File: config.mk
export PLATFORM = sky130hd
export DESIGN_NAME = ccsds123_sample_assembler
export DESIGN_NICKNAME = d
export VERILOG_FILES = /design/src/rtl/ccsds123_sample_assembler.sv
export SDC_FILE = /design/constraint.sdc
export NUM_CORES = 1
export LEC_CHECK = 0
export BUFFER_PORTS_ARGS = -buffer_cell sky130_fd_sc_hd__clkbuf_2
export CAP_MARGIN = 20
export CORE_ASPECT_RATIO = 1.5
export CORE_MARGIN = 5
export CORE_UTILIZATION = 55
export DETAILED_ROUTE_END_ITERATION = 8
export GPL_TIMING_DRIVEN = 0
export HOLD_SLACK_MARGIN = 0.1
export PLACE_DENSITY = 0.84
export SYNTH_ARGS = -nofsm -noshare
export SYNTH_HDL_FRONTEND = slang
export SYNTH_SLANG_ARGS = --single-unit
File: constraint.sdc
create_clock -name clk -period 2.9 [get_ports clk]
set_clock_uncertainty 0.2 [all_clocks]
set_input_delay 0.29 -clock clk [delete_from_list [all_inputs] [get_ports clk]]
set_output_delay 0.29 -clock clk [all_outputs]
set_load 0.02 [all_outputs]
File: src/rtl/ccsds123_sample_assembler.sv
// Packs a little-endian byte stream into AXI-Stream beats of PIPELINES samples.
// Counts samples per image and flags the final beat with tlast and frame_done.
module ccsds123_sample_assembler #(
    parameter int D         = 16,
    parameter int PIPELINES = 2,
    parameter int NX        = 16,
    parameter int NY        = 16,
    parameter int NZ        = 16
) (
    input  logic                   clk,
    input  logic                   reset,
    input  logic [7:0]             s_axis_tdata,
    input  logic                   s_axis_tvalid,
    output logic                   s_axis_tready,
    output logic [PIPELINES*D-1:0] m_axis_tdata,
    output logic                   m_axis_tvalid,
    input  logic                   m_axis_tready,
    output logic                   m_axis_tlast,
    output logic                   frame_done
);

    localparam int N  = NX * NY * NZ;
    localparam int NB = 2 * PIPELINES;
    localparam int BW = $clog2(NB);
    localparam int SW = $clog2(N + 1);
    localparam int OW = PIPELINES * D;

    typedef enum logic {
        FILL,
        HOLD
    } state_t;

    state_t          state;
    state_t          state_next;
    logic [BW-1:0]   bidx;
    logic [SW-1:0]   scnt;
    logic [7:0]      lo_byte;
    logic [OW-1:0]   asm_reg;
    logic [OW-1:0]   asm_next;
    logic [15:0]     sample_word;
    logic            hold_last;
    logic            ready_reg;
    logic [OW-1:0]   out_data;
    logic            out_valid;
    logic            out_last;

    logic            accept;
    logic            final_byte;
    logic            beat_done;
    logic            out_free;
    logic            load_fill;
    logic            load_hold;
    logic            go_hold;

    assign s_axis_tready = ready_reg;
    assign m_axis_tdata  = out_data;
    assign m_axis_tvalid = out_valid;
    assign m_axis_tlast  = out_last;
    assign frame_done    = out_valid && m_axis_tready && out_last;

    assign accept      = s_axis_tvalid && ready_reg;
    assign sample_word = {s_axis_tdata, lo_byte};
    assign final_byte  = accept && bidx[0] && (scnt == SW'(N - 1));
    assign beat_done   = accept && ((bidx == BW'(NB - 1)) || final_byte);
    assign out_free    = !out_valid || m_axis_tready;

    // Assembly register with the current odd byte merged into its lane,
    // so a completing byte can go straight to the output register.
    always_comb begin
        asm_next = asm_reg;
        for (int i = 0; i < PIPELINES; i++) begin
            if (bidx == BW'(2 * i + 1)) begin
                asm_next[i*D +: D] = sample_word[D-1:0];
            end
        end
    end

    always_ff @(posedge clk) begin
        if (reset) begin
            state <= FILL;
        end else begin
            state <= state_next;
        end
    end

    always_comb begin
        state_next = state;
        load_fill  = 1'b0;
        load_hold  = 1'b0;
        go_hold    = 1'b0;
        case (state)
            FILL: begin
                if (beat_done) begin
                    if (out_free) begin
                        load_fill = 1'b1;
                    end else begin
                        go_hold    = 1'b1;
                        state_next = HOLD;
                    end
                end
            end
            HOLD: begin
                if (out_free) begin
                    load_hold  = 1'b1;
                    state_next = FILL;
                end
            end
            default: state_next = FILL;
        endcase
    end

    // Byte index, sample counter and assembly storage.
    always_ff @(posedge clk) begin
        if (reset) begin
            ready_reg <= 1'b0;
            bidx      <= '0;
            scnt      <= '0;
            lo_byte   <= '0;
            asm_reg   <= '0;
            hold_last <= 1'b0;
        end else begin
            ready_reg <= (state_next == FILL);
            if (accept) begin
                if (beat_done) begin
                    bidx <= '0;
                end else begin
                    bidx <= bidx + BW'(1);
                end
                if (!bidx[0]) begin
                    lo_byte <= s_axis_tdata;
                end
                if (bidx[0]) begin
                    scnt <= (final_byte && load_fill) ? '0 : scnt + SW'(1);
                end
            end
            if (load_hold && hold_last) begin
                scnt <= '0;
            end
            if (load_fill || load_hold) begin
                asm_reg <= '0;
            end else if (accept) begin
                asm_reg <= asm_next;
            end
            if (go_hold) begin
                hold_last <= final_byte;
            end
        end
    end

    // Output register; data and last only change on a load, so they stay
    // stable while a beat waits for m_axis_tready.
    always_ff @(posedge clk) begin
        if (reset) begin
            out_data  <= '0;
            out_valid <= 1'b0;
            out_last  <= 1'b0;
        end else if (load_fill) begin
            out_data  <= asm_next;
            out_valid <= 1'b1;
            out_last  <= final_byte;
        end else if (load_hold) begin
            out_data  <= asm_reg;
            out_valid <= 1'b1;
            out_last  <= hold_last;
        end else if (m_axis_tready) begin
            out_valid <= 1'b0;
        end
    end

endmodule

; ---- Word level (Yosys, flattened, before mapping)
; Index checks and enable logic that the tools add are counted.
[op_classes]
n_addsub = 2
mul = 0
n_div = 0
magnitude_cmp = 0
eq_ne = 3
shift = 0
n_mux = 19
bitwise = 3
reduce_logical = 18
[op_table]
columns = op, n
row1 = $mux 32, 2
row2 = $mux 16, 2
row3 = $add 13x1->13 const B, 1
row4 = $eq 13x12->1 const B, 1
row5 = $mux 13, 1
row6 = $mux 1, 12
row7 = $logic_and 1x1->1, 8
row8 = $reduce_and 2->1, 2
row9 = $reduce_or 2->1, 2
row10 = $logic_or 1x1->1, 3
row11 = $not 1->1, 3
row12 = $reduce_bool 3->1, 1
row13 = $add 2x1->2 const B, 1
row14 = $eq 2x1->1 const B, 1
row15 = $eq 2x2->1 const B, 1
row16 = $mux 2, 1
row17 = $pmux 1 s2, 1
row18 = $reduce_bool 2->1, 1
row19 = $logic_not 1->1, 1
[word_totals]
regBits = 92
latchBits = 0
mem_bits_rw = 0
romBits = 0
wordCells = 55
n_memories = 0

; ---- Logic depth before layout (Yosys ltp)
[logic_depth]
ltp_word = 9
depth_mapped = 8
depth_no_buf = 5

; ---- Worst setup path after synthesis
; No wires, ideal clock.
[synth_path]
path_type = register to register
start = register bidx[0]
end = register out_data[10] (netlist: m_axis_tdata[10])
t_arrival_ns = 1.963
t_required_ns = 2.578
path_slack_ns = 0.616
stages_incl_launch_ff = 7
n_path_buf = 2
cell_sequence = dfxtp_1 ha_1 clkbuf_1 clkbuf_1 mux2i_1 nor3_1 a221o_1
[synth_via]
elab_chain_len = 7
[synth_rtl]
columns = element, line
row1 = start: declaration, 35  ; logic [BW-1:0] bidx;
row2 = start signal: assignment, 127  ; bidx <= bidx + BW'(1);
row3 = $logic_and 1x1->1 (2 in a row), 63  ; assign final_byte = accept && bidx[0] && (scnt == SW'(N - 1));
row4 = $logic_or 1x1->1, 64  ; assign beat_done = accept && ((bidx == BW'(NB - 1)) || final_byte);
row5 = $logic_and 1x1->1, 64
row6 = $mux 1, 93  ; if (beat_done) begin
row7 = $mux 1, 91  ; case (state)
row8 = $mux 32 or $reduce_bool 2->1 (tied branches), -
row9 = end signal: assignment, 158  ; out_data <= asm_next;
row10 = end signal: assignment, 162  ; out_data <= asm_reg;
row11 = end: declaration, 43  ; logic [OW-1:0] out_data;
; Parallel ways exist; a longest one is shown, timed or not.
; A chain may end at the register's enable or synchronous reset.

; ---- Worst setup path in the final report
[layout_path]
start = register bidx[0]
end = register out_data[7] (netlist: m_axis_tdata[7])
; The elaborated chain is that of the path after synthesis.

==> out/metrics.cfg <==
[power]
ir_worst_vdd_uv=545.4
p_per_area_mw_per_mm2=498.5
power.total_w=0.002280
leakage_nw=1.752

[timing]
final.setup.tns_ns=0
fin_crit_sh_pct=94.78
fmax_ghz=0.3638
grt_setup_unrepaired=no
fin_crit_ns=2.749
drv_slew=0
setup_violations=0
hold_viol=0
slew_headroom_pct=46.66
worstMarginPinSlew_ns=0.8001

[job]
maxCapViolCount=0

[drt]
wirelength_um=9743
drtAntennaViolNets=0
vias_per_cell=5.988
wl_per_cell_um=16.74
dr.pass1.iters=4
first_iter_violations=179
num_vias=3485
drcViolationCount=0

[cts]
h-tree-depth=3
cts_buffer_depth=2
cts-root-buf=clkbuf_8
cts.clk_slew.worst_paths_ns=0.09
cts_sinks=92
cts_made_buffers=9
clock_latency_ns=0.38
cts_tree=done

[placement]
routabilityCongestion=0.8449
numPortBuffers=47
place_hpwl_um=7007

[layout]
final_nets=512
area_growth_pct=14.97
antennaDiodeCount=0
final_common_cell=dfxtp_1
most-common-layout-cells=dfxtp_1 (92), nand2_1 (69), clkbuf_2 (47), mux2i_1 (41)
drive_above_1_share_pct=16.93

[worst_setup_path]
crit_type=register to register
start_kind=register
critPathArrivalTime_ns=2.80
crit_fanout=10
worstPathRequired_ns=2.95
end_kind=register

[synth]
syn_nets=445
netlist_area_mm2=0.003979
syn_avg_cell_area_um2=9.253
synth_cells=430
ys_seq_elements=92
ys_warn_count=0
synth_cell_types=42
seq_area_frac_synth_pct=46.29

[global_route]
grt-ovfl-total=0
grt_pass1_vias=3518
grt_usage_pct=22.62
grt_pass1_wl_um=16250
antenna_found_initial=0
grt_max_degree=15

[die]
die_x_um=79.45
ios=48
start_util_pct=55.79
rows=38
die_h_um=114.2
dieArea_mm2=0.009070
core_mm2=0.007132

[worst_hold_path]
hold_class=input port to register

[run_status]
status=finished, final reports clean

metrics by stage:
stage	std cells	utilization (%)	hold slack, ns	instance area, um^2	setup WS (ns)
finish	582	64.14	0.2480	4574	0.1513
global route	582	64.14	0.2978	4574	0.01402
CTS	582	64.14	0.2438	4574	0.1484
detailed placement	557	60.49	0.2635	4314	0.1765
global placement	557	60.49	0.2488	4314	0.2736
floorplan	430	-	0.2260	3979	0.6156
worst max-delay path, stage by stage (launching register included):
cell and delay [ns]:
dfxtp_1 0.49, ha_1 0.19, clkbuf_1 0.43, clkbuf_1 0.67, mux2i_1 0.29, nor3_1 0.08
a221o_1 0.28
final cells by class:
type / instances / area, um^2
inverters: 5 / 18.77
well taps: 80 / 100.1
clock buffers: 12 / 145.1
plain buffers: 35 / 165.2
repair buffers: 56 / 325.3
clock inverters: 4 / 25.02
multi-input cells: 298 / 1953
flip-flops and latches: 92 / 1842
fillers: 624 / 2557
Yosys cell counts, drive strengths merged:
cell type | n | share of area (%)
nor2b | 1 | 0.16
clkbuf | 22 | 2.1
o41a | 1 | 0.28
nand3b | 1 | 0.19
buf | 13 | 2.1
o32a | 1 | 0.25
mux2i | 41 | 10
nor4 | 3 | 0.47
nand3 | 2 | 0.25
a21oi | 37 | 4.7
a221o | 32 | 8.1
xor2 | 4 | 0.88
nand2 | 69 | 6.5
and3 | 7 | 1.1
nand4 | 5 | 1.7
nor2 | 28 | 2.6
o22a | 1 | 0.25
a22oi | 1 | 0.19
o41ai | 1 | 0.69
ha | 3 | 0.94
o21a | 1 | 0.19
inv | 5 | 0.47
or2 | 1 | 0.16
nor3 | 37 | 4.7
xnor2 | 6 | 1.3
o22ai | 2 | 0.66
dfxtp | 92 | 46
a211oi | 2 | 0.38
a211o | 1 | 0.22
and2 | 1 | 0.16
or4 | 3 | 0.63
nand2b | 2 | 0.31
o31ai | 3 | 0.57
o31a | 1 | 0.22
path summary, 6_finish.rpt:
check            start  slack [ns]         endpoint  cells after the start
max            bidx[0]        0.15  m_axis_tdata[7]                      6
min              reset        0.25        hold_last                      3
max reg2reg    bidx[0]        0.15  m_axis_tdata[7]                      6
min reg2reg  hold_last        0.27        hold_last                      2
power breakdown:
part | total, W | switching (W) | internal [W]
Combinational | 0.000187 | 0.000115 | 0.0000724
Sequential | 0.00131 | 0.0000271 | 0.00129
Clock | 0.000780 | 0.000448 | 0.000333
routing by layer:
metal | vias to the layer above | track usage (%) | wire (um)
met5 | - | 0 | 0
met4 | 0 | 12.84 | 395
met3 | 26 | 4.094 | 425
met2 | 104 | 40.04 | 5096
met1 | 1672 | 24.95 | 3825
li1 | 1683 | - | -
cells by family after synthesis:
kind of cell	Yosys count	synth area share [%]
flip-flops	92	46.29
buffers and inverters	40	4.622
adder cells (fa/ha/maj)	3	0.9435
multiplexers	41	10.31
AO/OA/AOI/OAI	84	16.67
AND/OR/NAND/NOR	160	18.96
XOR/XNOR	10	2.201
repair_timing:
action / CTS / global route
buffers inserted: 0 / 0
endpoints found under the hold margin: 23 / 0
gates resized for setup: 0 / 0
hold buffers: 9 / 0
Note: power is estimated with default switching activity, not from simulation.
